$ cat config.mk
export PLATFORM = sky130hd
export DESIGN_NAME = register_file_sb
export DESIGN_NICKNAME = d
export VERILOG_FILES = /design/src/rtl/register_file_sb.sv
export SDC_FILE = /design/constraint.sdc
export NUM_CORES = 1
export LEC_CHECK = 0
export ABC_AREA = 1
export BUFFER_PORTS_ARGS = -buffer_cell sky130_fd_sc_hd__buf_2
export CAP_MARGIN = 10
export CORE_ASPECT_RATIO = 0.9
export CORE_MARGIN = 5
export CORE_UTILIZATION = 56
export CTS_CLUSTER_DIAMETER = 120
export DETAILED_ROUTE_END_ITERATION = 7
export HOLD_SLACK_MARGIN = 0.05
export PLACE_DENSITY = 0.81
export SLEW_MARGIN = 10
export SYNTH_ARGS = -nofsm -noshare
export SYNTH_HDL_FRONTEND = slang
export SYNTH_SLANG_ARGS = --single-unit
$ cat constraint.sdc
create_clock -name clk -period 4.43 [get_ports clk]
set_clock_uncertainty 0.15 [all_clocks]
set_input_delay 0.443 -clock clk [delete_from_list [all_inputs] [get_ports clk]]
set_output_delay 0.443 -clock clk [all_outputs]
set_load 0.02 [all_outputs]
$ cat src/rtl/register_file_sb.sv
// ---------------------------------------------------------------------------
// register_file_sb
//   General-purpose register file with a per-register busy scoreboard and a
//   sequential bulk-clear engine. It sits between the ALU result bus and the
//   operand muxes. Reads are combinational. An optional same-cycle
//   write-to-read bypass is controlled by BYPASS.
//
// Parameters
//   DATA_W    register width in bits
//   NUM_REGS  register count (power of two, >= 2); AW = $clog2(NUM_REGS)
//   BYPASS    1 = a write in this cycle is forwarded to matching read ports
//
// Ports
//   clk, rst        rising-edge clock, asynchronous active-high reset
//   writeEnable     write strobe; replaceSel / replaceData give address / data
//   A_sel, B_sel    read addresses
//   A, B            read data (combinational)
//   A_busy, B_busy  scoreboard flag of the addressed register (combinational)
//   reserveEnable   marks reserveSel busy (a pending result)
//   clearReq        starts the bulk clear (pulse or level)
//   clearBusy       high while the bulk clear runs (NUM_REGS cycles)
//   top_out         stored contents of register NUM_REGS-1 (never bypassed)
//
// Build option
//   REG_ZERO_HARDWIRE_EN  when defined, register 0 reads as constant zero with
//                         busy 0. Writes and reserves to it are discarded, and
//                         it is never bypassed. The clear engine still steps
//                         through index 0, so a clear takes the same time.
// ---------------------------------------------------------------------------
module register_file_sb #(
  parameter int DATA_W   = 8,
  parameter int NUM_REGS = 16,
  parameter int BYPASS   = 1,
  localparam int AW      = $clog2(NUM_REGS)
) (
  input  logic              clk,
  input  logic              rst,
  input  logic              writeEnable,
  input  logic [AW-1:0]     replaceSel,
  input  logic [DATA_W-1:0] replaceData,
  input  logic [AW-1:0]     A_sel,
  input  logic [AW-1:0]     B_sel,
  output logic [DATA_W-1:0] A,
  output logic [DATA_W-1:0] B,
  output logic              A_busy,
  output logic              B_busy,
  input  logic              reserveEnable,
  input  logic [AW-1:0]     reserveSel,
  input  logic              clearReq,
  output logic              clearBusy,
  output logic [DATA_W-1:0] top_out
);

`ifdef REG_ZERO_HARDWIRE_EN
  localparam bit ZERO_HW = 1'b1;
`else
  localparam bit ZERO_HW = 1'b0;
`endif

  localparam logic [AW-1:0] LAST_IDX = AW'(NUM_REGS - 1);

  typedef enum logic {IDLE, CLEAR} state_t;

  state_t        state_reg, state_next;
  logic [AW-1:0] clr_cnt_reg, clr_cnt_next;

  logic              idle;
  logic              wr_fire;
  logic              rs_fire;
  logic [DATA_W-1:0] entry_data [NUM_REGS];
  logic              entry_busy [NUM_REGS];

  assign idle      = (state_reg == IDLE);
  assign clearBusy = (state_reg == CLEAR);

  // Host strobes only act in IDLE. While a clear runs they are dropped, not
  // queued. With a hardwired zero register, index 0 never accepts them.
  assign wr_fire = idle && writeEnable && !(ZERO_HW && (replaceSel == '0));
  assign rs_fire = idle && reserveEnable && !(ZERO_HW && (reserveSel == '0));

  // -------------------------------------------------------------------------
  // Clear-engine FSM
  // -------------------------------------------------------------------------
  always_ff @(posedge clk or posedge rst) begin
    if (rst) begin
      state_reg   <= IDLE;
      clr_cnt_reg <= '0;
    end else begin
      state_reg   <= state_next;
      clr_cnt_reg <= clr_cnt_next;
    end
  end

  always_comb begin
    state_next   = state_reg;
    clr_cnt_next = clr_cnt_reg;
    case (state_reg)
      IDLE: begin
        if (clearReq) begin
          state_next   = CLEAR;
          clr_cnt_next = '0;
        end
      end
      CLEAR: begin
        // The counter is AW bits wide, so it wraps back to 0 on the last
        // entry. That leaves IDLE ready for the next request.
        clr_cnt_next = clr_cnt_reg + AW'(1);
        if (clr_cnt_reg == LAST_IDX) begin
          state_next = IDLE;
        end
      end
      default: begin
        state_next   = IDLE;
        clr_cnt_next = '0;
      end
    endcase
  end

  // -------------------------------------------------------------------------
  // Storage: one data word and one busy bit per entry
  // -------------------------------------------------------------------------
  genvar gi;
  generate
    for (gi = 0; gi < NUM_REGS; gi++) begin : g_entry
      logic [DATA_W-1:0] data_reg;
      logic              busy_reg;
      logic              wr_hit;
      logic              rs_hit;
      logic              clr_hit;

      assign wr_hit  = wr_fire && (replaceSel == AW'(gi));
      assign rs_hit  = rs_fire && (reserveSel == AW'(gi));
      assign clr_hit = clearBusy && (clr_cnt_reg == AW'(gi));

      always_ff @(posedge clk or posedge rst) begin
        if (rst) begin
          data_reg <= '0;
          busy_reg <= 1'b0;
        end else if (clr_hit) begin
          data_reg <= '0;
          busy_reg <= 1'b0;
        end else begin
          if (wr_hit) begin
            data_reg <= replaceData;
          end
          // If a reserve and a write hit the same entry, the reserve wins.
          // The new producer is still pending.
          if (rs_hit) begin
            busy_reg <= 1'b1;
          end else if (wr_hit) begin
            busy_reg <= 1'b0;
          end
        end
      end

      assign entry_data[gi] = data_reg;
      assign entry_busy[gi] = busy_reg;
    end
  endgenerate

  // -------------------------------------------------------------------------
  // Read ports
  // -------------------------------------------------------------------------
  // A same-cycle reserve is deliberately not forwarded. Only the write is
  // forwarded, and the reserve shows up from the next cycle on.
  always_comb begin
    A      = entry_data[A_sel];
    A_busy = entry_busy[A_sel];
    B      = entry_data[B_sel];
    B_busy = entry_busy[B_sel];
    if ((BYPASS != 0) && wr_fire && (replaceSel == A_sel)) begin
      A      = replaceData;
      A_busy = 1'b0;
    end
    if ((BYPASS != 0) && wr_fire && (replaceSel == B_sel)) begin
      B      = replaceData;
      B_busy = 1'b0;
    end
    if (ZERO_HW && (A_sel == '0)) begin
      A      = '0;
      A_busy = 1'b0;
    end
    if (ZERO_HW && (B_sel == '0)) begin
      B      = '0;
      B_busy = 1'b0;
    end
  end

  assign top_out = entry_data[NUM_REGS-1];

endmodule
Word-level counts from Yosys, hierarchy flattened. Cells that the tools add are included.

Multiplexer cells: 101. Equal/unequal tests: 48. Add/subtract/negate cells: 1. Magnitude comparators: 2. Reductions and logical operators: 87. Bitwise gates (word level): 3.

Operators by type and width (count): 2-to-1 mux 8 bit (38); equality test 4 bit (second input constant) (24); binary-select mux 8 bit (select 4 bit) (2); 2-to-1 mux 1 bit (56); logical AND 1 bit (52); equality test 4 x 3 -> 1 bit (second input constant) (12); nonzero test 3 bit (16); nonzero test 2 bit (16); equality test 4 x 2 -> 1 bit (second input constant) (6); equality test 4 x 1 -> 1 bit (second input constant) (3); zero test 4 bit (3); greater-or-equal comparator 5 bit (second input constant) (2); inverter 4 -> 5 bit (2); binary-select mux 1 bit (select 4 bit) (2); equality test 4 bit (2); case mux 4 bit (2 select lines) (1); adder 4 x 1 -> 4 bit (second input constant) (1); 2-to-1 mux 4 bit (1); != test 2 bit (second input constant) (1); case mux 1 bit (2 select lines) (1); inverter 1 bit (1).

Bits in registers: 149. Logic and storage cells: 276. Input bits: 29. Output and inout bits: 27.

Depth between registers and ports, before layout. Gate-level depths: netlist (run 1).

Depth in word-level cells: 6. Depth in mapped cells: 11. Gate-level depth less buffers: 8.

Worst setup path after synthesis (run 1). OpenSTA, ideal clock, no wires.

Path kind: input port to output port. From: input port A_sel[0]. To: output port A_busy. Arrival: 1560 ps. Setup slack: 2277 ps. Buffers on the path: 3. Data required time: 3837 ps. Stages: 11. Path through: buf_2 inv_2 buf_2 buf_2 nand2_1 nand3_1 nand3_1 nand2_1 nand2_1 nand2_1 nor2_1.

Longest elaborated chain between the ends: 5. Elaborated cells on any way between the ends: 7. Classes of those cells: 1 x eq/ne; 4 x mux; 1 x bitwise; 1 x reduce/logical.

RTL lines: from (decl) (line 41) `input logic [AW-1:0] A_sel,`; inverter 4 -> 5 bit (not written as such) (line 168) `A_busy = entry_busy[A_sel];`; binary-select mux 1 bit (select 4 bit) (line 168); 2-to-1 mux 1 bit (not written as such) (2 in series) (line 168); 2-to-1 mux 1 bit (*) (line 171) `if ((BYPASS != 0) && wr_fire && (replaceSel == A_sel)) begin`; to (decl) (line 45) `output logic A_busy,`.

Mark *: on every way between the ends. The rest lies on a longest branch, timed or not. The select of a mux whose other input is x is not followed.

Worst setup path in the final report (run 1).
From: input port B_sel[0]. To: output port B[1].

Longest elaborated chain between the ends: 5. Elaborated cells on any way between the ends: 7. Classes of those cells: 1 x eq/ne; 4 x mux; 1 x bitwise; 1 x reduce/logical.

RTL lines: from (decl) (line 42) `input logic [AW-1:0] B_sel,`; inverter 4 -> 5 bit (not written as such) (line 169) `B = entry_data[B_sel];`; binary-select mux 8 bit (select 4 bit) (line 169); 2-to-1 mux 8 bit (not written as such) (2 in series) (line 169); 2-to-1 mux 8 bit (*) (line 175) `if ((BYPASS != 0) && wr_fire && (replaceSel == B_sel)) begin`; to (decl) (line 44) `output logic [DATA_W-1:0] B,`.

Marks and branches as above.

==> out/qor.txt, run 1 <==
status: finished, final reports clean
synth-to-layout area growth: 10.44%
GPL Wtd Cong: 0.9861
Synth area leaders: dfrtp_1 41%, nand2_1 16%, nand3_1 14%
row count: 44
setup bufs post-CTS: 0
RSZ-0062 raised after global routing: false
Core Util, Final: 0.6216
Worst Tran Pin Value: 1190 ps
post-synthesis sequential area ratio: 0.4149
#FFs+latches synth: 149
DRT Pass-1 Iters: 6
post-synthesis cell count: 1268
CP required: 3840 ps
GRT Overall Usage: 0.3417
final std cells w/o fill: 1504
vias in the first global route: 8695
sequential cell area: 3729 um2
HP Class: in -> async
Pleak: 5.316 nW
max reg flops: 120
clock root cell: clkbuf_16
antenna violations before repair: 0
initial core utilization: 0.5629
Most used DFF post-synth: dfrtp_1
GRT met2 Usage: 0.4900
antenna diode count: 0
VDD IR max: 0.0003651 V
CTS max path bufs: 2
Post-DRT Antenna Nets: 0
HPWL Detailed: 20210 um
I/O pin count: 56
syn nets: 1301
P per Cell Area: 483.4 nW/um2
Hold Buf Count CTS: 0
final setup fails: 0
met1 usage: 0.4789
WS Path Type: in -> out
global route hottest layer: met2
global-route wire length before repair: 48560 um
Core Box Area: 15970 um2
area occupied by multi-input gates: 4258 um2
I/O Buffers: 55
final WL: 31100 um
CP startpoint kind: input pin
most numerous cell in the Yosys netlist: nand2_1
max-cap violations: 0
Setup crit start: B_sel[0]
Synth top area share: 0.4149
Max Freq: 316.4 MHz
layout cells sized above 1: 0.1103
RR Startpoint: clearBusy
GR Overflow Total: 0
H-tree lvl count: 4
met3 GRT Util: 0.09344
largest net degree at the start of global routing: 150
die area: 18680 um2
final hold violation count: 0
clock net sink count: 149
critical path endpoint category: output pin
fin. max-slew vios: 0
initial DRC count: 1696
Vias: 9482
# fillers: 1461
Min Clock Period, post-route: 3161 ps
routed vias/inst: 6.305
area leader, netlist: dfrtp_1
Worst-Skew Late Latency: 450 ps
Setup TNS: 0 ps
Die Width: 143.5 um
Worst slew margin: 0.2066
clk slew on worst S/H paths: 60 ps
Post-CTS Resized: 0
CTS tree: done
Post-synth EDFFs: 0
Syn Std Cell Area: 8986 um2
crit share post-route: 0.7135
fin nets: 1318
DR WL/cell: 20.68 um
Async SR Flop Fraction: 1.000
Worst EP arrival: 2570 ps
Synth top cells by count: 377 x nand2_1, 253 x nand3_1, 175 x inv_1
Ys Warns: 0
dpl cells: 1473
# DRC: 0
Num CTS Buffers: 17
Avg Inst Size Synth: 7.087 um2
synth unique cells: 32
Die Y: 130.2 um
Max FO, Critical Path: 66
==> stage by stage <==
stage | total power, mW | worst slack [ps] | hold slack, ps | cell area [um2]
after floorplan | 2.797 | 1962 | 329.1 | 8990
after global placement | 3.169 | 1428 | 359.6 | 9303
after detailed placement | 3.209 | 1388 | 374.2 | 9303
after CTS | 4.750 | 1357 | 141.1 | 9925
after global routing | 5.026 | 1140 | 177.9 | 9925
final | 4.797 | 1269 | 98.12 | 9925
==> routing by layer <==
| metal | routed length [um] | vias up |
|---|---|---|
| met5 | 0 | - |
| met2 | 13610 | 709 |
| met4 | 1413 | 0 |
| met3 | 3967 | 117 |
| met1 | 12110 | 4414 |
| li1 | - | 4242 |
==> final timing paths <==
path / end / slack, ps / cells after the start
setup / recovery: B[1] / 1270 / 10
hold / removal: g_entry[10].data_reg[1] / 100 / 3
setup reg to reg: g_entry[10].data_reg[2] / 2240 / 6
max in group asynchronous: g_entry[5].data_reg[3] / 3460 / 3
min in group clk: clearBusy / 150 / 3
hold reg to reg: g_entry[2].data_reg[4] / 390 / 2
==> power by group <==
part | switching [mW] | total, mW | internal, mW
sequential | 0.119 | 1.76 | 1.64
clock | 0.599 | 1.55 | 0.954
combinational | 1.06 | 1.49 | 0.429
==> layout by cell type (no fill, tap or decap), types with 7 or more instances in the layout <==
cell type  netlist  final
nand4_1          9      9
buf_4            3      9
nand2_2         19     19
o21ai_0         17     17
o22ai_1        129    129
buf_2           22     55
dfrtp_1        149    149
inv_1          175    173
o211ai_1        11     11
nor2_1          17     17
clkbuf_16        0     17
nand3_1        253    253
nand2_1        377    377
inv_2            6      7
==> cells by family (layout without fill, tap and decap cells) <==
logic type / after synthesis / after routing / share of synthesized area
compound gates: 173 / 173 / 0.1232
fa+ha+maj: 4 / 4 / 0.005570
flops: 149 / 149 / 0.4149
buf+inv: 251 / 280 / 0.1112
simple gates: 691 / 691 / 0.3450
==> cell type report <==
type / instances / area share
Tap cell: 207 / 0.02610
Multi-Input combinational cell: 868 / 0.4290
Clock inverter: 12 / 0.01803
Inverter: 184 / 0.06997
Timing Repair Buffer: 65 / 0.03656
Sequential cell: 149 / 0.3757
Clock buffer: 19 / 0.04463
==> critical path, cell delays in order <==
cell and delay, ps:
buf_2 280, inv_2 920, nand2_1 140, nand3_1 120
nand3_1 80, nand3_1 190, nand2_1 90, nand2_1 60
nand2_1 50, buf_2 150
(Power assumes the default switching activity.)
==> inputs of run 2 (changes only) <==
--- a/config.mk
+++ b/config.mk
@@ -10,11 +10,11 @@
 export CAP_MARGIN = 10
 export CORE_ASPECT_RATIO = 0.9
 export CORE_MARGIN = 5
-export CORE_UTILIZATION = 56
+export CORE_UTILIZATION = 62
 export CTS_CLUSTER_DIAMETER = 120
 export DETAILED_ROUTE_END_ITERATION = 7
 export HOLD_SLACK_MARGIN = 0.05
-export PLACE_DENSITY = 0.81
+export PLACE_DENSITY = 0.85
 export SLEW_MARGIN = 10
 export SYNTH_ARGS = -nofsm -noshare
 export SYNTH_HDL_FRONTEND = slang
==> constraint.sdc (replaced) <==
create_clock -name clk -period 3.1 [get_ports clk]
set_clock_uncertainty 0.15 [all_clocks]
set_input_delay 0.31 -clock clk [delete_from_list [all_inputs] [get_ports clk]]
set_output_delay 0.31 -clock clk [all_outputs]
set_load 0.02 [all_outputs]
==> out/qor.txt, run 2 (synthesis results as in run 1) <==
sequential power share: 0.368 (+0.002)
I/O pin count: 56 (unchanged)
Min Clock Period, post-route: 2796 ps
CP required: 2640 ps (-1200 ps)
antenna diode count: 0 (unchanged)
VDD IR max: 0.0005641 V (+54%)
HPWL Detailed: 20490 um (+1.4%)
Core Box Area: 14110 um2 (-12%)
Die Width: 136.9 um (-4.6%)
Worst Tran Pin Value: 831.4 ps (-358.7 ps)
setup bufs post-CTS: 0 (unchanged)
P per Cell Area: 677.3 nW/um2 (+40%)
Worst slew margin: 0.4451 (+0.2385)
Pleak: 5.405 nW (+1.7%)
failing checks: DRC
commonest cells after routing, fill and taps aside: 377 x nand2_1, 253 x nand3_1, 173 x inv_1, 149 x dfrtp_1, 129 x o22ai_1
Die Y: 124.2 um (-4.6%)
status: finished, violations left
initial DRC count: 1450 (-15%)
WS Path Type: reg -> out
GR Overflow Total: 0 (unchanged)
Clock power frac: 0.317 (-0.007)
I/O Buffers: 55 (unchanged)
Worst-Skew Late Latency: 440 ps (about the same)
final WL: 31260 um (+0.52%)
GPL Wtd Cong: 0.9633 (-2.3%)
CTS tree: done
Num CTS Buffers: 17 (unchanged)
final hold violation count: 0 (unchanged)
global-route wire length before repair: 49300 um (+1.5%)
DR WL/cell: 20.73 um (+0.25%)
crit share post-route: 0.9020
routed vias/inst: 6.430 (+2.0%)
clk slew on worst S/H paths: 60 ps (about the same)
DRT Pass-1 Iters: 8 (+2)
fin nets: 1335 (+1.3%)
Worst EP arrival: 2340 ps (-230 ps)
dpl cells: 1471 (-0.14%)
row count: 41 (-6.8%)
GRT Overall Usage: 0.3733 (+0.03157)
Setup TNS: 0 ps (unchanged)
most common library cell in the layout ignoring fill and taps: nand2_1
initial core utilization: 0.6370 (+0.07413)
clock net sink count: 149 (unchanged)
final setup fails: 0 (unchanged)
clock root cell: clkbuf_16
largest net degree at the start of global routing: 150 (unchanged)
pre-CTS setup slack: 574.6 ps (-813.7 ps)
final std cells w/o fill: 1508 (+0.27%)
layout cells sized above 1: 0.1194 (+0.009137)
RSZ-0062 raised after global routing: false
fin. max-slew vios: 0 (unchanged)
Vias: 9696 (+2.3%)
Max Freq: 357.6 MHz
CP startpoint kind: flip-flop
Post-CTS Resized: 0 (unchanged)
Sw Share: 0.3744 (+0.003992)
DP Area: 9413 um2 (+1.2%)
internal power: 4.270 mW (+41%)
combinational power share: 0.315 (+0.005)
Net Switching: 2.555 mW (+44%)
Max FO, Critical Path: 10 (-85%)
max reg flops: 120 (unchanged)
CTS max path bufs: 2 (unchanged)
vias in the first global route: 8893 (+2.3%)
synth-to-layout area growth: 12.13%
die area: 17000 um2 (-9.0%)
H-tree lvl count: 4 (unchanged)
Post-DRT Antenna Nets: 0 (unchanged)
Worst Slack Setup Final: 303.8 ps (-965.5 ps)
max-cap violations: 0 (unchanged)
antenna violations before repair: 0 (unchanged)
critical path endpoint category: output pin
fin area: 10080 um2 (+1.5%)
HP Class: in -> reg
# DRC: 1 (+1)
==> run 2: cell types whose count changed in the layout (fill, tap and decap cells not counted) <==
cell           previous run  this run
dlygate4sd3_1             0         5
buf_4                     9        18
buf_12                    1         4
clkbuf_1                  1         0
clkinvlp_4                4         5
bufinv_16                 4         3
clkinv_4                  2         1
inv_6                     1         4
==> run 2: path summary, 6_finish.rpt <==
check                                          endpoint               startpoint  cells past startpoint  slack [ps]
worst min-delay path                g_entry[2].busy_reg            reserveSel[2]                      4          70
worst min register to register  g_entry[11].data_reg[3]  g_entry[11].data_reg[3]                      2         390
max in group asynchronous        g_entry[7].data_reg[3]                      rst                      4        1700
min in group asynchronous       g_entry[10].data_reg[3]                      rst                      4         490
worst max register to register     g_entry[14].busy_reg                clearBusy                      8         750
worst max-delay path                               A[0]                clearBusy                      9         300
==> run 2: per-stage QoR <==
step / power, mW / util / hold slack, ps
after global placement: 4.528 / 0.6672 / 361.9
after global routing: 7.151 / 0.7142 / 90.16
after CTS: 6.749 / 0.7142 / 55.28
final: 6.825 / 0.7142 / 66.52
after detailed placement: 4.588 / 0.6672 / 370.2
after floorplan: 3.997 / - / 306.9
==> run 2: power groups by stage <==
stage	Clock (mW)	Combinational, mW	Sequential (mW)
after CTS	2.16	2.08	2.51
after global placement	0	2.00	2.53
after detailed placement	0	2.05	2.54
final	2.16	2.15	2.51
after floorplan	0	1.47	2.53
after global routing	2.24	2.35	2.56
==> run 2: routing by layer <==
metal | up-vias | share of wire | global-route usage
li1 | 4274 | - | -
met1 | 4495 | 0.37 | 0.5214
met2 | 791 | 0.43 | 0.5354
met3 | 136 | 0.15 | 0.1095
met4 | 0 | 0.051 | 0.1690
met5 | - | 0 | 0
==> run 2: final cells by class <==
class | instances | area, um2
multi-input cells | 868 | 4258
fillers | 1142 | 4031
flip-flops and latches | 149 | 3729
inverters | 184 | 694.4
repair buffers | 82 | 540.5
clock buffers | 18 | 439.2
well taps | 193 | 241.5
clock inverters | 14 | 173.9
==> run 2: worst max-delay path, cell delays in order, from the launching register on <==
cell and delay [ps]:
dfrtp_1 490, inv_2 140, nand2_4 110, inv_2 160
o21ai_0 160, nor2_4 310, nand2_4 170, nand2_1 150
nand2_1 60, buf_2 150
==> run 2: timing repair <==
| action | CTS | global route |
|---|---|---|
| hold buffers | 5 | 0 |
| hold endpoints to repair | 153 | 0 |
| setup endpoints to repair | 0 | 0 |
==> inputs of run 3 (changes only) <==
==> constraint.sdc (replaced) <==
create_clock -name clk -period 3.2 [get_ports clk]
set_clock_uncertainty 0.15 [all_clocks]
set_input_delay 0.32 -clock clk [delete_from_list [all_inputs] [get_ports clk]]
set_output_delay 0.32 -clock clk [all_outputs]
set_load 0.02 [all_outputs]
==> out/qor.txt, run 3 (synthesis results as in run 1) <==
I/O Buffers: 55 (unchanged)
status: finished, final reports clean
antenna diode count: 0 (unchanged)
crit share post-route: 0.8837
final setup fails: 0 (unchanged)
# DRC: 0 (-1)
Die Width: 136.9 um (unchanged)
Vias: 9866 (+1.8%)
VDD IR max: 0.0005495 V (-2.6%)
Core Util, Final: 0.7115 (-0.002749)
CTS max path bufs: 2 (unchanged)
P per Cell Area: 655.4 nW/um2 (-3.2%)
Max FO, Critical Path: 10 (unchanged)
Worst EP arrival: 2360 ps (+20 ps)
Worst Slack Setup Final: 372.2 ps (+68.38 ps)
initial core utilization: 0.6370 (unchanged)
initial DRC count: 1921 (+32%)
fin. max-slew vios: 0 (unchanged)
HPWL Detailed: 21260 um (+3.7%)
global-route wire length before repair: 50430 um (+2.3%)
I/O pin count: 56 (unchanged)
Worst slew margin: 0.4184 (-0.02675)
worst path cell trace: inv_2 -> nand2_4 -> inv_2 -> o21ai_0 -> nor2_4 -> nand2_4 -> nand2_1 -> nand2_1 -> buf_2
Post-CTS Resized: 0 (unchanged)
clock net sink count: 149 (unchanged)
Crit-path slowest cell: dfrtp_1
Core Box Area: 14110 um2 (unchanged)
Worst Tran Pin Value: 871.5 ps (+40.08 ps)
routed vias/inst: 6.551 (+1.9%)
vias in the first global route: 9355 (+5.2%)
GRT Overall Usage: 0.3798 (+0.006534)
max-cap violations: 0 (unchanged)
max reg flops: 120 (unchanged)
HP Class: in -> reg
Pleak: 5.407 nW (about the same)
die area: 17000 um2 (unchanged)
Max Freq: 353.6 MHz
CTS tree: done
Setup TNS: 0 ps (unchanged)
Die Y: 124.2 um (unchanged)
RSZ-0062 raised after global routing: false
critical path endpoint category: output pin
Num CTS Buffers: 17 (unchanged)
Post-DRT Antenna Nets: 0 (unchanged)
DRT Pass-1 Iters: 7 (-1)
fin nets: 1333 (-0.15%)
GR Overflow Total: 0 (unchanged)
final hold violation count: 0 (unchanged)
clock root cell: clkbuf_16
H-tree lvl count: 4 (unchanged)
DR WL/cell: 21.34 um (+2.9%)
synth-to-layout area growth: 11.70%
antenna violations before repair: 0 (unchanged)
CP required: 2730 ps (+90 ps)
layout cells sized above 1: 0.1196 (+0.0001819)
Worst-Skew Late Latency: 430 ps (about the same)
setup bufs post-CTS: 0 (unchanged)
GPL Wtd Cong: 1.016 (+5.5%)
Buf+Inv Stages, Crit Path: 3 (unchanged)
Min Clock Period, post-route: 2828 ps
largest net degree at the start of global routing: 45 (-70%)
most common library cell in the layout ignoring fill and taps: nand2_1
pre-CTS setup slack: 759.5 ps (+184.9 ps)
final WL: 32140 um (+2.8%)
commonest cells after routing, fill and taps aside: 377 x nand2_1, 253 x nand3_1, 173 x inv_1, 149 x dfrtp_1, 129 x o22ai_1
Top delay family on crit path: simple AND/OR/NAND/NOR gates
WS Path Type: reg -> out
clk slew on worst S/H paths: 60 ps (about the same)
Critical Path Max Stage Delay: 480 ps (about the same)
CP startpoint kind: flip-flop
row count: 41 (unchanged)
[run 3: changes by cell type in the layout (fill, tap and decap cells not counted), sizes merged]
cell         before  now
dlygate4sd3       5    2
inv             184  180
clkinvlp          5    1
buf              77   78
clkinv            6   10
clkbuf           18   23
bufinv            3    2
[run 3: final timing paths]
path,start,end,slack (ps),cells after the start
max in group asynchronous,rst,g_entry[13].data_reg[7],1650,4
setup / recovery,clearBusy,A[6],370,9
setup reg to reg,clearBusy,g_entry[2].data_reg[2],1000,6
min in group asynchronous,rst,g_entry[9].data_reg[3],430,3
hold reg to reg,g_entry[4].busy_reg,g_entry[4].busy_reg,380,2
hold / removal,reserveSel[0],g_entry[14].busy_reg,50,4
[run 3: report_power, final]
part / internal, mW / switching (mW) / total [mW] / leakage, nW
clock: 1.24 / 0.786 / 2.03 / 0.302
combinational: 0.609 / 1.51 / 2.11 / 3.05
sequential: 2.27 / 0.166 / 2.43 / 2.05
[run 3: cell type report]
class | instances | area, um2
clock buffers | 23 | 498.0
clock inverters | 9 | 98.84
inverters | 184 | 694.4
well taps | 193 | 241.5
repair buffers | 80 | 518.0
flip-flops and latches | 149 | 3729
fillers | 1178 | 4070
multi-input cells | 868 | 4258
[run 3: timing repair]
action | in CTS | in global routing
endpoints found under the hold margin | 36 | 0
endpoints found under the setup margin | 0 | 0
hold buffers | 2 | 0
[run 3: routing by layer]
layer  vias up  global-route usage  routed length, um
met4         0              0.1919               1870
met2       919              0.5417              13680
met3       202              0.1296               5112
li1       4265                   -                  -
met5         -                   0                  0
met1      4480              0.5121              11480
[run 3: tightest hold or removal path, delay by kind of cell]
family / cells / cell delay, ps
AND/OR/NAND/NOR: 1 / 40
buffers and inverters: 2 / 160
AO/OA/AOI/OAI: 1 / 70
[run 3: stage by stage]
stage / hold slack [ps] / instances / power [mW] / cell area (um2)
global placement: 353.4 / 1472 / 4.404 / 9420
finish: 45.77 / 1506 / 6.578 / 10040
floorplan: 316.9 / 1268 / 3.872 / 8990
detailed placement: 350.2 / 1472 / 4.457 / 9420
CTS: 52.13 / 1506 / 6.479 / 10040
global route: 84.83 / 1506 / 6.868 / 10040
